File: src/rtl/hilo_unit_pkg.sv
// Shared definitions for the HI/LO register unit: op and state encodings, default width.
package hilo_unit_pkg;

  localparam int unsigned DataWDefault = 32;

  typedef enum logic [2:0] {
    OpNop  = 3'd0,
    OpMul  = 3'd1,
    OpMadd = 3'd2,
    OpMsub = 3'd3,
    OpMthi = 3'd4,
    OpMtlo = 3'd5
  } hilo_op_e;

  typedef enum logic [1:0] {
    StIdle,
    StMulWait,
    StAcc,
    StDrain
  } hilo_state_e;

  function automatic logic is_mul_op(input logic [2:0] op);
    return (op == OpMul) || (op == OpMadd) || (op == OpMsub);
  endfunction

endpackage

File: src/rtl/hilo_acc.sv
// Wide add/sub of the HI:LO accumulator and a product, with an optional product register
// so the carry chain gets a cycle of its own.
module hilo_acc #(
  parameter int unsigned W   = 64,
  parameter bit          REG = 1'b1
) (
  input  logic         clk,
  input  logic         rst,
  input  logic         load,
  input  logic         sub,
  input  logic [W-1:0] acc_in,
  input  logic [W-1:0] p_in,
  output logic [W-1:0] result
);

  logic [W-1:0] p_op;

  if (REG) begin : g_reg
    logic [W-1:0] p_q;

    always_ff @(posedge clk) begin
      if (rst) begin
        p_q <= '0;
      end else if (load) begin
        p_q <= p_in;
      end
    end

    assign p_op = p_q;
  end else begin : g_comb
    assign p_op = p_in;
  end

  // Modulo 2*DATA_W: carry/borrow out is dropped.
  assign result = sub ? (acc_in - p_op) : (acc_in + p_op);

endmodule

File: src/rtl/hilo_unit.sv
// HI/LO architectural registers: issues multiplies to the multiply controller, commits the
// product (or accumulates it) and stalls execute while an operation is in flight.
module hilo_unit
  import hilo_unit_pkg::*;
#(
  parameter int unsigned DATA_W  = DataWDefault,
  parameter bit          ACC_REG = 1'b1
) (
  input  logic                clk,
  input  logic                rst,
  input  logic                op_valid,
  input  logic [2:0]          op,
  input  logic                op_sign,
  input  logic [DATA_W-1:0]   wdata,
  input  logic                flush,
  input  logic                is_busbusy,
  input  logic [2*DATA_W-1:0] mult_p,
  input  logic                mult_over,
  output logic                mult_start,
  output logic                mult_sign,
  output logic [DATA_W-1:0]   hi,
  output logic [DATA_W-1:0]   lo,
  output logic                busy
);

  hilo_state_e         state_q;
  logic [2:0]          op_q;
  logic                sign_q;
  logic [DATA_W-1:0]   hi_q;
  logic [DATA_W-1:0]   lo_q;
  logic [2*DATA_W-1:0] acc_res;

  logic idle;
  logic issue_mul;
  logic issue_mthi;
  logic issue_mtlo;
  logic commit;
  logic in_mul;

  assign idle       = (state_q == StIdle);
  assign issue_mul  = idle && op_valid && !flush && is_mul_op(op);
  assign issue_mthi = idle && op_valid && !flush && (op == OpMthi);
  assign issue_mtlo = idle && op_valid && !flush && (op == OpMtlo);
  assign commit     = mult_over && !is_busbusy;
  assign in_mul     = (state_q == StMulWait) || (state_q == StDrain);

  hilo_acc #(
    .W  (2 * DATA_W),
    .REG(ACC_REG)
  ) u_acc (
    .clk   (clk),
    .rst   (rst),
    .load  ((state_q == StMulWait) && commit),
    .sub   (op_q == OpMsub),
    .acc_in({hi_q, lo_q}),
    .p_in  (mult_p),
    .result(acc_res)
  );

  always_ff @(posedge clk) begin
    if (rst) begin
      state_q <= StIdle;
      op_q    <= OpNop;
      sign_q  <= 1'b0;
      hi_q    <= '0;
      lo_q    <= '0;
    end else begin
      unique case (state_q)
        StIdle: begin
          if (issue_mul) begin
            state_q <= StMulWait;
            op_q    <= op;
            sign_q  <= op_sign;
          end else if (issue_mthi) begin
            hi_q <= wdata;
          end else if (issue_mtlo) begin
            lo_q <= wdata;
          end
        end
        StMulWait: begin
          // A flush that coincides with mult_over has nothing left to drain.
          if (flush) begin
            state_q <= mult_over ? StIdle : StDrain;
          end else if (commit) begin
            if (op_q == OpMul) begin
              {hi_q, lo_q} <= mult_p;
              state_q      <= StIdle;
            end else if (ACC_REG) begin
              state_q <= StAcc;
            end else begin
              {hi_q, lo_q} <= acc_res;
              state_q      <= StIdle;
            end
          end
        end
        StAcc: begin
          {hi_q, lo_q} <= acc_res;
          state_q      <= StIdle;
        end
        StDrain: begin
          if (mult_over) begin
            state_q <= StIdle;
          end
        end
        default: state_q <= StIdle;
      endcase
    end
  end

  assign mult_start = issue_mul || in_mul;
  assign mult_sign  = issue_mul ? op_sign : (in_mul ? sign_q : 1'b0);
  assign busy       = !idle || issue_mul;
  assign hi         = hi_q;
  assign lo         = lo_q;

endmodule
File: config.mk
export PLATFORM = sky130hd
export DESIGN_NAME = hilo_unit
export DESIGN_NICKNAME = d
export VERILOG_FILES = /design/src/rtl/hilo_unit_pkg.sv /design/src/rtl/hilo_acc.sv /design/src/rtl/hilo_unit.sv
export SDC_FILE = /design/constraint.sdc
export NUM_CORES = 1
export LEC_CHECK = 0
export CAP_MARGIN = 20
export CELL_PAD_IN_SITES_DETAIL_PLACEMENT = 2
export CELL_PAD_IN_SITES_GLOBAL_PLACEMENT = 2
export CORE_AREA = 2 2 260 185
export CTS_CLUSTER_SIZE = 30
export DETAILED_ROUTE_END_ITERATION = 8
export DIE_AREA = 0 0 262 187
export HOLD_SLACK_MARGIN = 0.15
export PLACE_DENSITY = 0.73
export SETUP_SLACK_MARGIN = 0.2
export SYNTH_ARGS = -nofsm -noshare
export SYNTH_HDL_FRONTEND = slang
export SYNTH_HIERARCHICAL = 1
export SYNTH_SLANG_ARGS = --single-unit
File: constraint.sdc
create_clock -name clk -period 5.8 [get_ports clk]
set_input_delay 0.87 -clock clk [delete_from_list [all_inputs] [get_ports clk]]
set_output_delay 0.87 -clock clk [all_outputs]
set_load 0.03 [all_outputs]
# Yosys cells after proc, flatten, opt, wreduce, memory -nomap -nowiden
# Index checks and enable logic that the tools add are counted.
[totals]
register_bits = 134
input_bits = 106
word_cells = 72
[op_classes]
n_addsub = 2
n_eq_ne = 20
muxes = 23
reduce_logical = 21
[ops]
columns = ["cell", "n"]
rows = [
  ["32-bit 2-to-1 mux", 11],
  ["32-bit case mux with 3 select lines", 2],
  ["64-bit adder", 1],
  ["64-bit 2-to-1 mux", 1],
  ["64-bit subtractor", 1],
  ["2-bit 2-to-1 mux", 6],
  ["2-bit inequality test (second input constant)", 5],
  ["3-bit by 2-bit equality test with 1-bit output (second input constant)", 3],
  ["2-bit by 1-bit inequality test with 1-bit output (second input constant)", 4],
  ["2-bit case mux with 4 select lines", 1],
  ["1-bit logical AND", 7],
  ["7-bit AND reduction", 1],
  ["3-bit by 1-bit equality test with 1-bit output (second input constant)", 2],
  ["3-bit equality test (second input constant)", 2],
  ["6-bit AND reduction", 1],
  ["1-bit logical OR", 5],
  ["2-bit equality test (second input constant)", 2],
  ["1-bit zero test", 3],
  ["3-bit inequality test (second input constant)", 1],
  ["3-bit AND reduction", 1],
  ["3-bit nonzero test", 1],
  ["2-bit by 1-bit equality test with 1-bit output (second input constant)", 1],
  ["2-bit zero test", 1],
  ["1-bit 2-to-1 mux", 2],
  ["2-bit AND reduction", 1],
]

# Longest topological paths before layout
[depth]
depth_word = 8
ltp_mapped = 26

# Cells and area by module
# The synthesis kept the hierarchy.
[modules_own_cells]
columns = ["module", "n_inst", "cells_each", "area_each_um2", "seq_area_each_um2"]
rows = [
  ["hilo_acc", 1, 946, 7272.0, 1281.2],
  ["hilo_unit", 1, 545, 4202.8, 1401.3],
]

# Least setup slack after synthesis
# No wires, ideal clock.
[synth_path]
path_type = "flip-flop to flip-flop"
startpoint = "reg u_acc.g_reg.p_q[0]"
endpoint = "reg hi_q[28] (netlist: hi[28])"
setup_time_ps = 120
arrival_ps = 4822
required_time_ps = 5680
slack_ps = 859
path_stages_with_launch = 26
n_path_buf = 2
path_cell_list = "dfxtp_1 or4_4 nor4_4 nand3b_2 nor4b_4 and2_1 buf_4 and3_1 a31oi_1 xnor2_1 ha_1 clkbuf_1 a21o_1 a21o_1 a21oi_1 o221ai_1 a221oi_1 o31ai_1 a311oi_1 nor2_1 a31oi_1 xnor2_1 a22oi_1 nand2_1 nand2_1 mux2i_1"
[synth_via]
elab_chain_len = 3
elab_cells_between_ends = 4
cone_classes = "add/sub (2); mux (2)"
[synth_lines]
columns = ["item", "line", "text"]
rows = [
  ["from (decl)", "hilo_acc.sv:19", "logic [W-1:0] p_q;"],
  ["from (signal assigned)", "hilo_acc.sv:25", "p_q <= p_in;"],
  ["64-bit adder / 64-bit subtractor (equally long branches)", "hilo_acc.sv:35", "assign result = sub ? (acc_in - p_op) : (acc_in + p_op);"],
  ["64-bit 2-to-1 mux *", "hilo_acc.sv:35", ""],
  ["via acc_res[60]", "hilo_unit.sv:31", "logic [2*DATA_W-1:0] acc_res;"],
  ["32-bit case mux with 3 select lines *", "hilo_unit.sv:68", "unique case (state_q)"],
  ["to (signal assigned)", "hilo_unit.sv:75", "hi_q <= wdata;"],
  ["to (signal assigned)", "hilo_unit.sv:86", "{hi_q, lo_q} <= mult_p;"],
  ["to (signal assigned)", "hilo_unit.sv:91", "{hi_q, lo_q} <= acc_res;"],
  ["to (decl)", "hilo_unit.sv:29", "logic [DATA_W-1:0] hi_q;"],
]
# Mark *: on every way through the listed nets, which the timed path passes. The rest lies on a longest branch.
# A chain may end at the register's enable or synchronous reset.

# Worst setup path after layout
# Ends and elaborated chain as after synthesis.

==> impl_metrics.yaml <==
layout:
  drive_gt1_frac: 0.0916
  seqCellArea_um2: 2690
  num-fill-cells: 5353
  final_cell_mix: "200 x nor2_1, 178 x nand2_1, 171 x clkdlybuf4s50_1"
  diodes: 0
  mostFrequentLayoutCell: "nor2_1"
  area_growth_syn_to_layout_pct: 28.8
  finalNetCount: 1811
  multi_input_area_um2: 8550
route:
  wl_um: 54200
  drc_errors: 0
  dr.pass1.iters: 5
  antenna_left: 0
  viasPerCell: 5.24
  drt_iter0_markers: 729
  vias: 11900
  wl_per_cell_um: 23.9
critical_path:
  cp_data_arrival_time_ns: 5.76
  path_max_fanout: 6
  path_cells: "or4_4 -> nor4_4 -> nand3b_4 -> nor4b_4 -> and2_4 -> and3_2 -> a21oi_1 -> xnor2_1 -> ha_2 -> a21oi_2 -> nor2_1 -> a211oi_2 -> o221ai_2 -> a221oi_2 -> o31ai_4 -> a311oi_2 -> nor2_2 -> a31oi_1 -> xnor2_1 -> a22oi_1 -> nand2_1 -> nand2_1 -> mux2i_1"
  cp-startpoint: "u_acc/g_reg.p_q[0]"
  cp_slowest_cell: "or4_4"
  start_kind: "flop"
  crit_end: "hi[28]"
  critPathKind: "flop to flop"
  ff2ff_setup_slack_ns: 0.35
  critPathRequiredTime_ns: 6.11
  reg2reg_from: "u_acc/g_reg.p_q[0]"
  rr_worst_depth: 23
  crit_path_end_kind: "flop"
  cpPeakStageDelay_ns: 0.56
  timing.rr.end: "hi[28]"
grt:
  grt_pass1_wl_um: 81100
  grt_usage: 0.218
  grt_max_degree: 78
  gr-total-overflow: 0
  grt_antenna_before_repair: 3
  grt_pass1_vias: 12600
power:
  irDropWorstVdd_v: 0.000253
  leakage_nw: 5.97
  p_per_area_nw_per_um2: 725
place:
  dp_slack_ns: -0.0461
  hpwlAfterDp_um: 42400
  place_congestion: 0.915
  portBuffers: 172
timing:
  maxSlewHeadroom: 0.306
  slew_viol_final: 0
  setup_violations: 0
  rsz0062_at_grt: "true"
  tightest_slew_ns: 1.04
  fin_ws_ns: 0.349
  hold_violations: 0
  timing.final.crit_share: 0.940
  period_needed_ns: 5.45
  holdWs_ns: 0.475
  fin_skew_ns: 0.0130
  max_freq_ghz: 0.183
min_path:
  holdPathStages: 2
  hold_start: "sign_q"
  hold_class: "flop to flop"
synth:
  yosysSeqAreaShare: 0.234
  synthesis.nets: 1666
  ys_warn_count: 6
  synth_top_flop_cell: "dfxtp_1"
  synth_edf_count: 0
  netlist_area_um2: 11500
  synth.avg_cell_area_um2: 7.70
  ys_ff_latch: 134
  async_flop_share: 0
  synthCells: 1491
  synth_cell_types: 77
job:
  cap_violations: 0
clocking:
  clk_latency_ns: 0.45
  cts_tree: "built"
  clk_path_buf_depth: 2
  cts_hold_buf: 0
  cts-buffers-inserted: 17
  clockRootBuffer: "clkbuf_16"
  cts_sinks: 134
  path_clk_slew_ns: 0.07
  h-tree-depth: 4
die:
  die-area_um2: 49000
  core-area_um2: 46900
  ios: 173
  dieHeight_um: 187
  die_w_um: 262
  fp-row-count: 67
  initial_core_util: 0.244
run_status:
  outcome: "finished clean"
==> Yosys cell counts (23+ instances only) <==
cell type    n  share of area
inv_1       23         0.0075
a21oi_1     89          0.039
nand2b_1    74          0.040
a21o_1      47          0.031
dfxtp_1    134           0.23
mux2i_1    129           0.11
o21ai_0     35          0.015
xnor2_1     98          0.075
a22oi_1     64          0.042
nor2_1     202          0.066
ha_1        68          0.074
nor3_1      25          0.011
nand2_1    178          0.058
xor2_1      24          0.018
clkbuf_1    62          0.020
==> how the worst min path moves through the flow <==
stage	end	slack [ns]
floorplan	sign_q	0.44
CTS	sign_q	0.48
finish	sign_q	0.47
global route	sign_q	0.51
detailed placement	sign_q	0.47
global placement	sign_q	0.45
==> registers in the layout (all words and copies together) (netlist names) <==
| name | count |
|---|---|
| state_q | 2 |
| lo | 32 |
| op_q | 3 |
| sign_q | 1 |
| hi | 32 |
| u_acc/g_reg.p_q | 64 |
==> power breakdown <==
part           internal, mW  switching, mW
registers              1.08          0.226
clock network         0.686          0.489
logic                  3.25           4.98
total                  5.02           5.69
==> cell families (layout without fill, tap and decap cells) <==
kind of cell             Yosys count  in the layout  share of synthesized area
buffers and inverters            113            271                     0.0420
AO/OA/AOI/OAI                    327            327                      0.191
adder cells (fa/ha/maj)           69             69                     0.0759
AND/OR/NAND/NOR                  596            596                      0.251
flip-flops                       134            134                      0.234
XOR/XNOR                         123            123                     0.0945
multiplexers                     129            129                      0.113
==> critical path: cells and delay by family, from the launching register on <==
family | cells | cell delay (ns)
simple gates | 10 | 2.19
compound gates | 9 | 2.04
fa+ha+maj | 1 | 0.36
flops | 1 | 0.35
xor+xnor | 2 | 0.30
mux | 1 | 0.07
==> through the flow <==
step	total power [mW]	util	instances	area (um2)	setup TNS, ns
6_report	10.7	0.315	2270	14800	0
5_1_grt	11.4	0.315	2270	14800	0
4_1_cts	10.4	0.310	2260	14500	0
3_5_place_dp	9.04	0.296	2228	13900	-0.0876
3_3_place_gp	8.84	0.296	2228	13900	0
2_1_floorplan	6.60	-	1491	11500	0
==> metal layers <==
layer / GRT usage / wire (um) / vias up
met4: 0.0513 / 1010 / 2
met3: 0.0386 / 2730 / 46
li1: - / - / 5537
met5: 0 / 13 / -
met1: 0.310 / 26200 / 6038
met2: 0.340 / 24200 / 275
==> area by class of cell <==
| cell class | instances | area share |
|---|---|---|
| Timing Repair Buffer | 216 | 0.140 |
| Tap cell | 621 | 0.0526 |
| Clock buffer | 17 | 0.0288 |
| Clock inverter | 15 | 0.0128 |
| Inverter | 23 | 0.00584 |
| Sequential cell | 134 | 0.182 |
| Multi-Input combinational cell | 1244 | 0.579 |
==> repair_timing <==
item                       in CTS  in global routing
pin swaps                       1                 17
setup endpoints to repair       7                 18
gates resized for setup        10                 42
setup buffers                   0                 10
gates cloned                    0                  0
(Power assumes the default switching activity.)
